--- src/rtl/vadd_stream_feeder_if.sv ---
// Bundle of the feeder's serial input stream, vadd vector bus and serial output stream.
interface vadd_stream_feeder_if #(
  parameter int W     = 8,
  parameter int LANES = 4
);
  logic               in_valid;
  logic               in_ready;
  logic [W-1:0]       in_a;
  logic [W-1:0]       in_b;
  logic               in_last;
  logic [W*LANES-1:0] vec_a;
  logic [W*LANES-1:0] vec_b;
  logic               en;
  logic [W*LANES-1:0] vec_y;
  logic               out_valid;
  logic               out_ready;
  logic [W-1:0]       out_data;
  logic               out_last;

  modport slave (
    input  in_valid, in_a, in_b, in_last, vec_y, out_ready,
    output in_ready, vec_a, vec_b, en, out_valid, out_data, out_last
  );

  modport master (
    output in_valid, in_a, in_b, in_last, vec_y, out_ready,
    input  in_ready, vec_a, vec_b, en, out_valid, out_data, out_last
  );
endinterface

--- src/rtl/vadd_stream_feeder.sv ---
// Packs (a,b) pairs into LANES-wide vectors for vadd, skews a behind b, and
// re-serialises vadd results with back-pressure that freezes the adder pipeline.
module vadd_stream_feeder #(
  parameter int W      = 8,
  parameter int LANES  = 4,
  parameter int LAT    = 3,
  parameter int A_SKEW = 1
) (
  input logic                 clock,
  input logic                 reset,
  vadd_stream_feeder_if.slave bus
);
  localparam int CW = (LANES > 1) ? $clog2(LANES) : 1;
  localparam int NW = $clog2(LANES + 1);

  logic [W-1:0]       pack_a [LANES];
  logic [W-1:0]       pack_b [LANES];
  logic [W*LANES-1:0] pack_a_flat;
  logic [W*LANES-1:0] pack_b_flat;
  logic [CW-1:0]      count;
  logic               full;
  logic               pk_last;
  logic [NW-1:0]      pk_nl;

  logic [W*LANES-1:0] hold_b;
  logic [W*LANES-1:0] skew_a [A_SKEW];

  logic               tag_vld  [LAT];
  logic               tag_last [LAT];
  logic [NW-1:0]      tag_nl   [LAT];

  logic [W-1:0]       buf_lane [LANES];
  logic               buf_vld;
  logic               buf_last;
  logic [NW-1:0]      buf_nl;
  logic [NW-1:0]      idx;

  logic en, stall, busy, issue, accept, complete, count_top;
  logic capture, drain_fire, drain_final, at_tail;

  always_comb begin
    pack_a_flat = '0;
    pack_b_flat = '0;
    for (int i = 0; i < LANES; i++) begin
      pack_a_flat[i*W +: W] = pack_a[i];
      pack_b_flat[i*W +: W] = pack_b[i];
    end
  end

  // Buffer frees on its final handshake, so a waiting result may load without a bubble
  assign at_tail     = (idx == buf_nl - NW'(1));
  assign drain_fire  = bus.out_valid & bus.out_ready;
  assign drain_final = drain_fire & at_tail;
  assign busy        = buf_vld & ~drain_final;
  assign stall       = tag_vld[LAT-1] & busy;
  assign en          = ~reset & ~stall;
  assign capture     = tag_vld[LAT-1] & en;

  assign issue       = full & en;
  assign count_top   = (count == CW'(LANES - 1));
  assign accept      = bus.in_valid & bus.in_ready;
  assign complete    = accept & (bus.in_last | count_top);

  assign bus.in_ready  = ~reset & ~(full & ~en);
  assign bus.en        = en;
  assign bus.vec_b     = issue ? pack_b_flat : hold_b;
  assign bus.vec_a     = skew_a[A_SKEW-1];
  assign bus.out_valid = buf_vld & ~reset;
  assign bus.out_last  = bus.out_valid & buf_last & at_tail;
  assign bus.out_data  = bus.out_valid ? buf_lane[idx[CW-1:0]] : '0;

  // Stage p0: packer; lane 0 write clears the other lanes so partial vectors are zero-filled
  always_ff @(posedge clock) begin
    if (reset) begin
      full  <= 1'b0;
      count <= '0;
    end else begin
      full <= (full & ~issue) | complete;
      if (accept) count <= complete ? '0 : count + CW'(1);
    end
  end

  always_ff @(posedge clock) begin
    if (accept) begin
      for (int i = 0; i < LANES; i++) begin
        if (CW'(i) == count) begin
          pack_a[i] <= bus.in_a;
          pack_b[i] <= bus.in_b;
        end else if (count == '0) begin
          pack_a[i] <= '0;
          pack_b[i] <= '0;
        end
      end
    end
    if (complete) begin
      pk_last <= bus.in_last;
      pk_nl   <= NW'(count) + NW'(1);
    end
  end

  // Stage p1: issue; b goes straight out, a trails by A_SKEW enabled cycles
  always_ff @(posedge clock) begin
    if (reset) begin
      hold_b <= '0;
      for (int k = 0; k < A_SKEW; k++) skew_a[k] <= '0;
    end else begin
      if (issue) hold_b <= pack_b_flat;
      if (issue) skew_a[0] <= pack_a_flat;
      if (en) begin
        for (int k = 1; k < A_SKEW; k++) skew_a[k] <= skew_a[k-1];
      end
    end
  end

  always_ff @(posedge clock) begin
    if (reset) begin
      for (int k = 0; k < LAT; k++) tag_vld[k] <= 1'b0;
    end else if (en) begin
      tag_vld[0] <= issue;
      for (int k = 1; k < LAT; k++) tag_vld[k] <= tag_vld[k-1];
    end
  end

  always_ff @(posedge clock) begin
    if (en) begin
      tag_last[0] <= pk_last;
      tag_nl[0]   <= pk_nl;
      for (int k = 1; k < LAT; k++) begin
        tag_last[k] <= tag_last[k-1];
        tag_nl[k]   <= tag_nl[k-1];
      end
    end
  end

  // Stage p2: result buffer, drained one lane per handshake
  always_ff @(posedge clock) begin
    if (reset) begin
      buf_vld <= 1'b0;
      idx     <= '0;
    end else if (capture) begin
      buf_vld <= 1'b1;
      idx     <= '0;
    end else if (drain_final) begin
      buf_vld <= 1'b0;
    end else if (drain_fire) begin
      idx <= idx + NW'(1);
    end
  end

  always_ff @(posedge clock) begin
    if (capture) begin
      for (int i = 0; i < LANES; i++) buf_lane[i] <= bus.vec_y[i*W +: W];
      buf_last <= tag_last[LAT-1];
      buf_nl   <= tag_nl[LAT-1];
    end
  end
endmodule

--- src/flat_wrapper.sv ---
// flat-port wrapper written by rule: the top's interface ports become plain ports
module vadd_stream_feeder_flat 
#(
  parameter int W      = 8,
  parameter int LANES  = 4,
  parameter int LAT    = 3,
  parameter int A_SKEW = 1
)
  (clock, reset, bus_in_valid, bus_in_a, bus_in_b, bus_in_last, bus_vec_y, bus_out_ready, bus_in_ready, bus_vec_a, bus_vec_b, bus_en, bus_out_valid, bus_out_data, bus_out_last);
  vadd_stream_feeder_if #(.W(W), .LANES(LANES)) bus_i ();
  input logic clock;
  input logic reset;
  input wire logic [$bits(bus_i.in_valid)-1:0] bus_in_valid;
  input wire logic [$bits(bus_i.in_a)-1:0] bus_in_a;
  input wire logic [$bits(bus_i.in_b)-1:0] bus_in_b;
  input wire logic [$bits(bus_i.in_last)-1:0] bus_in_last;
  input wire logic [$bits(bus_i.vec_y)-1:0] bus_vec_y;
  input wire logic [$bits(bus_i.out_ready)-1:0] bus_out_ready;
  output wire logic [$bits(bus_i.in_ready)-1:0] bus_in_ready;
  output wire logic [$bits(bus_i.vec_a)-1:0] bus_vec_a;
  output wire logic [$bits(bus_i.vec_b)-1:0] bus_vec_b;
  output wire logic [$bits(bus_i.en)-1:0] bus_en;
  output wire logic [$bits(bus_i.out_valid)-1:0] bus_out_valid;
  output wire logic [$bits(bus_i.out_data)-1:0] bus_out_data;
  output wire logic [$bits(bus_i.out_last)-1:0] bus_out_last;
  assign bus_i.in_valid = bus_in_valid;
  assign bus_i.in_a = bus_in_a;
  assign bus_i.in_b = bus_in_b;
  assign bus_i.in_last = bus_in_last;
  assign bus_i.vec_y = bus_vec_y;
  assign bus_i.out_ready = bus_out_ready;
  assign bus_in_ready = bus_i.in_ready;
  assign bus_vec_a = bus_i.vec_a;
  assign bus_vec_b = bus_i.vec_b;
  assign bus_en = bus_i.en;
  assign bus_out_valid = bus_i.out_valid;
  assign bus_out_data = bus_i.out_data;
  assign bus_out_last = bus_i.out_last;
  vadd_stream_feeder #(.W(W), .LANES(LANES), .LAT(LAT), .A_SKEW(A_SKEW)) u_core (.clock(clock), .reset(reset), .bus(bus_i));
endmodule
--- config.mk ---
export PLATFORM = sky130hd
export DESIGN_NAME = vadd_stream_feeder_flat
export DESIGN_NICKNAME = d
export VERILOG_FILES = /design/src/rtl/vadd_stream_feeder_if.sv /design/src/rtl/vadd_stream_feeder.sv /design/src/flat_wrapper.sv
export SDC_FILE = /design/constraint.sdc
export NUM_CORES = 1
export LEC_CHECK = 0
export ABC_AREA = 1
export CAP_MARGIN = 5
export CORE_MARGIN = 2
export CORE_UTILIZATION = 50
export CTS_CLUSTER_DIAMETER = 50
export DETAILED_ROUTE_END_ITERATION = 10
export PLACE_DENSITY = 0.73
export SKIP_CTS_REPAIR_TIMING = 1
export SLEW_MARGIN = 10
export SYNTH_ARGS = -nofsm -noshare
export SYNTH_HDL_FRONTEND = slang
export SYNTH_SLANG_ARGS = --single-unit
export TNS_END_PERCENT = 20
--- constraint.sdc ---
create_clock -name clock -period 6.9 [get_ports clock]
set_input_delay 1.38 -clock clock [delete_from_list [all_inputs] [get_ports clock]]
set_output_delay 1.38 -clock clock [all_outputs]
set_load 0.01 [all_outputs]
# [After elaboration in Yosys (flattened, before gate mapping)]
# Memory sizes are Yosys's and may differ from the RTL's. A register that Yosys moved wholly into a read port is not among the register bits.
# Cells that the tools add are included.
[totals] ff_bits=43 latchBits=0 ram_bits=143 mem_bits_ro=0 input_bits=53 output_inout_bits=76 word_cells=110 memories=7
[memory_table] name="u_core.buf_lane" words=4 word_bits=8 rd=1 rd_ports_with_merged_regs=1 write_ports=4 line_no="vadd_stream_feeder.sv:32" source="logic [W-1:0] buf_lane [LANES];"
[memory_table] name="u_core.pack_a" words=4 word_bits=8 rd=4 rd_ports_with_merged_regs=0 write_ports=4 line_no="vadd_stream_feeder.sv:16" source="logic [W-1:0] pack_a [LANES];"
[memory_table] name="u_core.pack_b" words=4 word_bits=8 rd=4 rd_ports_with_merged_regs=0 write_ports=4 line_no="vadd_stream_feeder.sv:17" source="logic [W-1:0] pack_b [LANES];"
[memory_table] name="u_core.skew_a" words=1 word_bits=32 rd=1 rd_ports_with_merged_regs=0 write_ports=1 line_no="vadd_stream_feeder.sv:26" source="logic [W*LANES-1:0] skew_a [A_SKEW];"
[memory_table] name="u_core.tag_nl" words=3 word_bits=3 rd=3 rd_ports_with_merged_regs=1 write_ports=3 line_no="vadd_stream_feeder.sv:30" source="logic [NW-1:0] tag_nl [LAT];"
[memory_table] name="u_core.tag_last" words=3 word_bits=1 rd=3 rd_ports_with_merged_regs=1 write_ports=3 line_no="vadd_stream_feeder.sv:29" source="logic tag_last [LAT];"
[memory_table] name="+1 memories"
[op_classes] addsub=4 mul=0 n_div=0 n_lt_le_gt_ge=0 n_eq_ne=5 n_shift=0 mux=50 bitwise=32 reduce_logical=5
[op_table] operator="$mux W32" count=2
[op_table] operator="$mux W8" count=7
[op_table] operator="$mux W1" count=38
[op_table] operator="$reduce_or A32 Y1" count=1
[op_table] operator="$and A1 B1 Y1" count=15
[op_table] operator="$or A1 B1 Y1" count=11
[op_table] operator="$mux W2" count=3
[op_table] operator="$not A1 Y1" count=6
[op_table] operator="$eq A2 B2 Y1 const A" count=2
[op_table] operator="$add A2 B1 Y3 const B" count=1
[op_table] operator="$add A3 B1 Y3 const B" count=1
[op_table] operator="$eq A3 B3 Y1" count=1
[op_table] operator="$sub A3 B1 Y3 const B" count=1
[op_table] operator="$add A2 B1 Y2 const B" count=1
[op_table] operator="$eq A1 B2 Y1 const A" count=1
[op_table] operator="$eq A2 B2 Y1 const B" count=1
[op_table] operator="$logic_not A2 Y1" count=1
[op_table] operator="$reduce_and A2 Y1" count=1
[op_table] operator="$reduce_bool A2 Y1" count=1
[op_table] operator="$reduce_or A2 Y1" count=1

# [Depth between registers and ports, before layout]
[logic_depth] word_depth=17 mapped_depth=16 mapped_depth_nobuf=15

# [Worst setup path before layout]
# OpenSTA, ideal clock, no wires.
[synth_path] path_kind="input to output" start="input reset" end="output bus_vec_b[18]" arrival_ns=2.822 t_required_ns=5.520 slack_ns=2.698 stages=12 path_buffers=2 cell_sequence="buf_6 inv_6 nand2_4 nor2_4 nand3_2 nand3_2 nand2_2 inv_2 nand2_4 buf_4 o21ai_1 inv_1"
[synth_via] elab_chain_len=11
[synth_rtl] item="from (decl)" line_no="flat_wrapper.sv:12" source="input logic reset;"
[synth_rtl] item="$not A1 Y1 (*)" line_no="vadd_stream_feeder.sv:56, vadd_stream_feeder.sv:68"
[synth_rtl] item="$and A1 B1 Y1" line_no="vadd_stream_feeder.sv:68" source="assign bus.out_valid = buf_vld & ~reset;"
[synth_rtl] item="$and A1 B1 Y1" line_no="vadd_stream_feeder.sv:52" source="assign drain_fire = bus.out_valid & bus.out_ready;"
[synth_rtl] item="$and A1 B1 Y1" line_no="vadd_stream_feeder.sv:53" source="assign drain_final = drain_fire & at_tail;"
[synth_rtl] item="$not A1 Y1" line_no="vadd_stream_feeder.sv:54" source="assign busy = buf_vld & ~drain_final;"
[synth_rtl] item="$and A1 B1 Y1" line_no="vadd_stream_feeder.sv:54"
[synth_rtl] item="$and A1 B1 Y1" line_no="vadd_stream_feeder.sv:55" source="assign stall = tag_vld[LAT-1] & busy;"
[synth_rtl] item="$not A1 Y1" line_no="vadd_stream_feeder.sv:56" source="assign en = ~reset & ~stall;"
[synth_rtl] item="$and A1 B1 Y1 (*)" line_no="vadd_stream_feeder.sv:56"
[synth_rtl] item="net bus_en" line_no="flat_wrapper.sv:22" source="output wire logic [$bits(bus_i.en)-1:0] bus_en;"
[synth_rtl] item="$and A1 B1 Y1 (*)" line_no="vadd_stream_feeder.sv:59" source="assign issue = full & en;"
[synth_rtl] item="$mux W32 (*)" line_no="vadd_stream_feeder.sv:66" source="assign bus.vec_b = issue ? pack_b_flat : hold_b;"
[synth_rtl] item="to (decl)" line_no="flat_wrapper.sv:21" source="output wire logic [$bits(bus_i.vec_b)-1:0] bus_vec_b;"
# Mark *: on every way through the listed nets, which the timed path passes. The rest lies on a longest branch.

# [Worst setup path after layout]
[layout_path] start="input reset" end="output bus_vec_b[30]"
[layout_via] elab_chain_len=11
[layout_rtl] item="$not A1 Y1 (*)" line_no="vadd_stream_feeder.sv:56, vadd_stream_feeder.sv:68"
[layout_rtl] item="$and A1 B1 Y1" line_no="vadd_stream_feeder.sv:68"
[layout_rtl] item="$and A1 B1 Y1" line_no="vadd_stream_feeder.sv:52"
[layout_rtl] item="$and A1 B1 Y1" line_no="vadd_stream_feeder.sv:53"
[layout_rtl] item="$not A1 Y1" line_no="vadd_stream_feeder.sv:54"
[layout_rtl] item="$and A1 B1 Y1" line_no="vadd_stream_feeder.sv:54"
[layout_rtl] item="$and A1 B1 Y1" line_no="vadd_stream_feeder.sv:55"
[layout_rtl] item="$not A1 Y1" line_no="vadd_stream_feeder.sv:56"
[layout_rtl] item="$and A1 B1 Y1 (*)" line_no="vadd_stream_feeder.sv:56"
[layout_rtl] item="$and A1 B1 Y1 (*)" line_no="vadd_stream_feeder.sv:59"
[layout_rtl] item="$mux W32 (*)" line_no="vadd_stream_feeder.sv:66"
# Mark *: on every way between the ends. The rest lies on a longest branch, timed or not.

==> impl_metrics.env <==
export IMPL_setup_viol=0
export IMPL_vias=4850
export IMPL_synth_largest_type_area_fraction_pct=53.2
export IMPL_row_count=45
export IMPL_setup_tns_ps=0
export IMPL_hold_viol=0
export IMPL_cts_clk_slew_worst_paths_ps=60
export IMPL_skew_ps=10.3
export IMPL_worst_ep_arrival_time_ps=4310
export IMPL_drc_errors=0
export IMPL_grt_pass1_vias=4887
export IMPL_core_area_mm2=0.0150
export IMPL_p_per_area_mw_per_mm2=258
export IMPL_drt_wirelength_per_cell_um=13.5
export IMPL_yosys_area_share_adder_pct=0.986
export IMPL_synth_fp_nets=788
export IMPL_drtIter0Drc=302
export IMPL_fin_crit_ps=5690
export IMPL_slowest_stage="clkdlybuf4s50_1"
export IMPL_cp_slowest_stage_delay_ps=500
export IMPL_start_kind="input port"
export IMPL_routed_wl_um=14300
export IMPL_final_core_util_pct=64.0
export IMPL_synth_seq_cells=192
export IMPL_cts_max_level=4
export IMPL_grt_max_degree=72
export IMPL_endpoint_kind="primary output"
export IMPL_clkLatencyLatePin_ps=420
export IMPL_syn_inst=729
export IMPL_hpwl_um=9320
export IMPL_synth_top_family_by_area="simple AND/OR/NAND/NOR gates"
export IMPL_clockBufferDepth=2
export IMPL_yosys_warnings=0
export IMPL_port_buffer_count=128
export IMPL_die_w_um=127
export IMPL_critical_path_class="in -> out"
export IMPL_antenna_found_initial=0
export IMPL_ioPinCount=129
export IMPL_nets=914
export IMPL_yosys_area_top_type="edfxtp_1"
export IMPL_numCtsBuffers=17
export IMPL_fmax_mhz=176
export IMPL_synth_avg_cell_area_um2=10.4
export IMPL_vdd_drop_max_uv=165
export IMPL_ys_top_cells_by_area="edfxtp_1, dfxtp_1, inv_1, nor2_1, nand2_1"
export IMPL_synth_yosys_seq_area_share_pct=68.2
export IMPL_layout_drive_gt1_share_pct=8.76
export IMPL_overflow=0
export IMPL_yosys_area_share_simple_pct=14.4
export IMPL_ys_types=28
export IMPL_crit_chain="clkdlybuf4s50_1 -> inv_6 -> nand2_4 -> nor2_4 -> nand3_2 -> nand3_2 -> nand2_2 -> inv_2 -> nand2_4 -> o21ai_1 -> inv_1 -> clkdlybuf4s50_1"
export IMPL_maxSlewViolCount=0
export IMPL_p_leak_nw=4.31
export IMPL_die_y_um=127
export IMPL_grtUsageTotal_pct=18.7
export IMPL_start_util_pct=50.7
export IMPL_cts_tree="done"
export IMPL_outcome="completed"
export IMPL_drv_cap=0
export IMPL_drtAntennaViolNets=0
export IMPL_muxShareOfSynthArea_pct=0
export IMPL_drtPass1Iterations=5
export IMPL_relSlewSlack_pct=34.9
export IMPL_grt_pass1_wl_um=23400
export IMPL_syn_cell_area_mm2=0.00761
export IMPL_die_area_mm2=0.0162
export IMPL_required_ps=5520
export IMPL_syn_to_final_growth_pct=26.3
export IMPL_synth_xor_area_share_pct=0
export IMPL_crit_fanout=71
export IMPL_synth_compound_area_share_pct=5.09
export IMPL_fin_crit_sh_pct=82.5
export IMPL_worstMarginPinSlew_ps=976
export IMPL_cts_sinks=192
export IMPL_vias_per_cell=4.59
export IMPL_crit_family="buffers and inverters"
export IMPL_worstHoldPathType="reg -> reg"
export IMPL_rsz0062_at_grt="no"
export IMPL_worst_path_buf_inv=5
export IMPL_diodes=0
export IMPL_clockRootBuffer="clkbuf_16"
export IMPL_fill_cells=1182
export IMPL_gp_congestion=0.759
-- metal layers --
metal | vias up | wire, µm | GRT usage (%)
met3 | 13 | 655 | 4.61
met2 | 105 | 7060 | 30.8
met1 | 2243 | 6410 | 24.1
met5 | - | 0 | 0
met4 | 0 | 181 | 6.79
li1 | 2489 | - | -
-- final cells by class --
type / instances / area (µm²) / area share, %
clock buffer: 18 / 429 / 4.46
clock inverter: 14 / 189 / 1.96
sequential: 192 / 5190 / 54.0
timing repair buffer: 133 / 1320 / 13.7
multi-input combinational: 331 / 1570 / 16.3
inverter: 180 / 681 / 7.08
tap: 188 / 235 / 2.45
-- path summary, 6_finish.rpt --
path	start	end	slack, ps	depth (start not counted)
max	reset	bus_vec_b[30]	1210	12
min	u_core.pk_nl[2]	u_core.tag_nl[0][2]	420	0
max reg2reg	u_core.buf_nl[0]	u_core.pack_b[0][7]	3390	12
min reg2reg	u_core.pk_nl[2]	u_core.tag_nl[0][2]	420	0
-- flip-flops by register name (all words and copies together) (netlist names), named ones only --
register,cells
u_core.pk_last,1
u_core.buf_vld,1
u_core.buf_nl,3
u_core.hold_b,32
u_core.tag_vld,3
u_core.full,1
u_core.skew_a,32
u_core.tag_last,3
u_core.buf_last,1
u_core.idx,3
u_core.count,2
u_core.tag_nl,9
u_core.buf_lane,32
u_core.pack_a,32
u_core.pk_nl,3
u_core.pack_b,32
-- synth_stat cells (all sizes together) --
library cell,n
o21ai,50
a211oi,1
a21oi,11
edfxtp,135
nand4,2
o21bai,1
nor2,128
buf,18
nor3b,1
clkbuf,8
dfxtp,57
nand3,22
ha,6
nand2,109
inv,180
-- report_power, final --
group | switching [mW] | internal (mW) | leakage [nW]
sequential | 0.0139 | 1.28 | 1.76
clock | 0.412 | 0.607 | 0.298
combinational | 0.0899 | 0.0793 | 2.26
total | 0.516 | 1.96 | 4.31
-- through the flow --
step	setup slack [ps]	instance area, µm²	hold slack (ps)	power (mW)	std cells
2_1_floorplan	2700	7610	400	1.39	729
3_3_place_gp	1200	9000	401	1.48	1024
3_5_place_dp	1140	9000	405	1.48	1024
4_1_cts	1150	9620	420	2.51	1056
5_1_grt	932	9620	427	2.57	1056
6_report	1210	9620	417	2.48	1056
-- kinds of logic (layout without fill, tap and decap cells) --
family                     Yosys count  after routing
adders and majority gates            6              6
and+or+nand+nor                    262            262
AOI/OAI and AO/OA                   63             63
DFF                                192            192
buffers and inverters              206            345
-- worst register-to-register path: stages, from the launching register on --
cell,delay [ps]
edfxtp_1,390
inv_1,100
ha_1,250
nand2_1,70
nand2_1,50
nor2_1,170
nand3_2,130
nand3_2,100
o21bai_2,90
nor2_2,740
nand2_1,130
buf_4,300
inv_1,620
-- placed cells by master, fill, tap and decap left out, drive strengths merged --
master           n
o21bai           1
nor2           128
nand2          109
edfxtp         135
clkbuf          18
nand4            2
clkinvlp         2
clkdlybuf4s50  128
o21ai           50
a211oi           1
bufinv           4
buf              5
nand3           22
inv            182
a21oi           11
ha               6
dfxtp           57
nor3b            1
clkinv           6
Power figures use the tool's default switching activity.
==> patch: new RTL, config.mk and constraints unchanged <==
`W` is set to 8 in 3 places; all go to 12.
--- a/src/rtl/vadd_stream_feeder_if.sv
+++ b/src/rtl/vadd_stream_feeder_if.sv
@@ -1,6 +1,6 @@
 // Bundle of the feeder's serial input stream, vadd vector bus and serial output stream.
 interface vadd_stream_feeder_if #(
-  parameter int W     = 8,
+  parameter int W     = 12,
   parameter int LANES = 4
 );
   logic               in_valid;
--- a/src/rtl/vadd_stream_feeder.sv
+++ b/src/rtl/vadd_stream_feeder.sv
@@ -1,7 +1,7 @@
 // Packs (a,b) pairs into LANES-wide vectors for vadd, skews a behind b, and
 // re-serialises vadd results with back-pressure that freezes the adder pipeline.
 module vadd_stream_feeder #(
-  parameter int W      = 8,
+  parameter int W      = 12,
   parameter int LANES  = 4,
   parameter int LAT    = 3,
   parameter int A_SKEW = 1
--- a/src/flat_wrapper.sv
+++ b/src/flat_wrapper.sv
@@ -1,7 +1,7 @@
 // flat-port wrapper written by rule: the top's interface ports become plain ports
 module vadd_stream_feeder_flat 
 #(
-  parameter int W      = 8,
+  parameter int W      = 12,
   parameter int LANES  = 4,
   parameter int LAT    = 3,
   parameter int A_SKEW = 1
Interface: changed (6 resized); port bits go from 129 to 189. No check against the original RTL was run, so the function may have changed too.
==> patch against the original RTL <==
- sequential power up 43%
- synthesized area up 39%
- setup slack better by 25 ps
- core utilization up 1.4 points
- total power up 51%
- final area up 42%
- sequential cell count up 80
- synthesized cell count up 42%
- routed wire length up 58%
- critical path depth unchanged
- clock power up 61%
- register-to-register slack worse by 380 ps
- highest routed layer unchanged
==> patch: results <==
outcome:
  status: "finished clean"
grt:
  first_global_vias: 6931
  track_usage: 0.2016
  grt_max_degree: 100
  grt_pass1_wl_um: 35510
  antenna_found_initial: 1
yosys:
  synthTopCellsByCount: "253 x inv_1, 191 x edfxtp_1, 174 x nor2_1"
  synth-edff-count: 191
  synth.area.top_cells: "edfxtp_1 54%, dfxtp_1 15%, inv_1 9.0%, nor2_1 6.2%, nand2_1 5.2%"
  synth_area_per_cell_um2: 10.25
  synth_nets: 1117
  ys_seq_area_frac: 0.6939
  yosysWarningCount: 0
  synth_cell_types: 26
setup_path:
  reg2regPathDepth: 12
  reg2reg_slack_ps: 3010
  reg2reg_to: "u_core.pack_b[0][5]"
  critPathArrivalTime_ps: 4290
  cpPeakStageDelay_ps: 550
  slowest_stage: "nand2_4"
  crit_fanout: 99
  r2r_start: "u_core.buf_nl[0]"
place:
  port_buffers: 188
  gp_congestion: 0.8201
  post-place-ws_ps: 1250
  dp.cells: 1460
  dp_hpwl_um: 14660
drt:
  drt_iter0_drc: 500
  via_per_inst: 4.650
  drt-pass1-iter-count: 5
  num_vias: 7049
  finalWirelength_um: 22570
clocking:
  cts_max_path_buffers: 3
  cts_root_buf: "clkbuf_16"
  cts_made_buffers: 30
  clk_pin_slew_ps: 60
  clock_latency_ps: 540
  ctsHtreeMaxLevel: 1
timing:
  skew_ps: 20.67
  setup_slack_ps: 1231
  tightest_slew_ps: 1106
min_path:
  whs_path_depth: 0
  hold_start: "u_core.tag_nl[0][1]"
  hold_path_end: "u_core.tag_nl[1][1]"
  hold_class: "reg -> reg"
pwr:
  p_leak_nw: 6.226
  vdd_drop_max_v: 0.0002072
cells_and_area:
  layout.nets: 1300
  drive_above_1_share: 0.06285
==> patch: changes by cell type after synthesis, moves of 7 or more <==
cell | before | now
o21ai_2 | 17 | 0
nand3_1 | 20 | 27
inv_1 | 178 | 253
edfxtp_1 | 135 | 191
nor2_1 | 116 | 174
o21ai_1 | 15 | 48
dfxtp_1 | 57 | 81
nand2_1 | 105 | 146
o21ai_0 | 18 | 26
==> patch: cell type report <==
cell class              instances  area [um2]
clock inverters                13       175.2
flip-flops and latches        272        7357
fillers                      1646        7233
clock buffers                  43       862.1
multi-input cells             464        2033
inverters                     255       962.2
well taps                     275       344.1
repair buffers                194        1922
==> patch: layer usage <==
layer | global-route usage | up-vias | share of wire | routed length (um)
met5 | 0 | - | 0 | 0
met4 | 0.05000 | 0 | 0.018 | 414
met3 | 0.03872 | 34 | 0.071 | 1599
met2 | 0.3436 | 182 | 0.49 | 10990
met1 | 0.2676 | 3294 | 0.42 | 9560
li1 | - | 3539 | - | -
==> patch: metrics by stage <==
step | power (W) | hold WS [ps] | instance area, um2
5_1_grt | 0.003886 | 418.3 | 13660
3_3_place_gp | 0.002142 | 401.3 | 12620
3_5_place_dp | 0.002150 | 405.6 | 12620
4_1_cts | 0.003788 | 411.5 | 13660
2_1_floorplan | 0.002005 | 400.3 | 10600
6_report | 0.003752 | 409.5 | 13660
==> patch: kinds of logic after synthesis <==
family	count (synthesis)	share of synthesized area
buffers and inverters	298	0.1160
AND/OR/NAND/NOR	366	0.1391
AO/OA/AOI/OAI	92	0.04390
adder cells (fa/ha/maj)	6	0.007080
flip-flops	272	0.6939
==> patch: how the worst max path moves through the flow <==
stage / depth (start not counted) / start / end
after floorplan: 13 / reset / bus_vec_b[0]
after global placement: 12 / reset / bus_vec_b[34]
after detailed placement: 12 / reset / bus_vec_b[29]
after CTS: 12 / reset / bus_vec_b[29]
after global routing: 12 / reset / bus_vec_b[29]
final: 12 / reset / bus_vec_b[34]
==> patch: report_power, final <==
group	switching, W	total, W	internal [W]
sequential	0.0000252	0.00184	0.00182
clock	0.000618	0.00164	0.00102
combinational	0.000147	0.000271	0.000124
total	0.000790	0.00375	0.00296
==> patch: worst max-delay path: cells and delay by family <==
kind	cells	cell delay [ps]
buffers and inverters	5	1040
AO/OA/AOI/OAI	1	480
AND/OR/NAND/NOR	6	1280
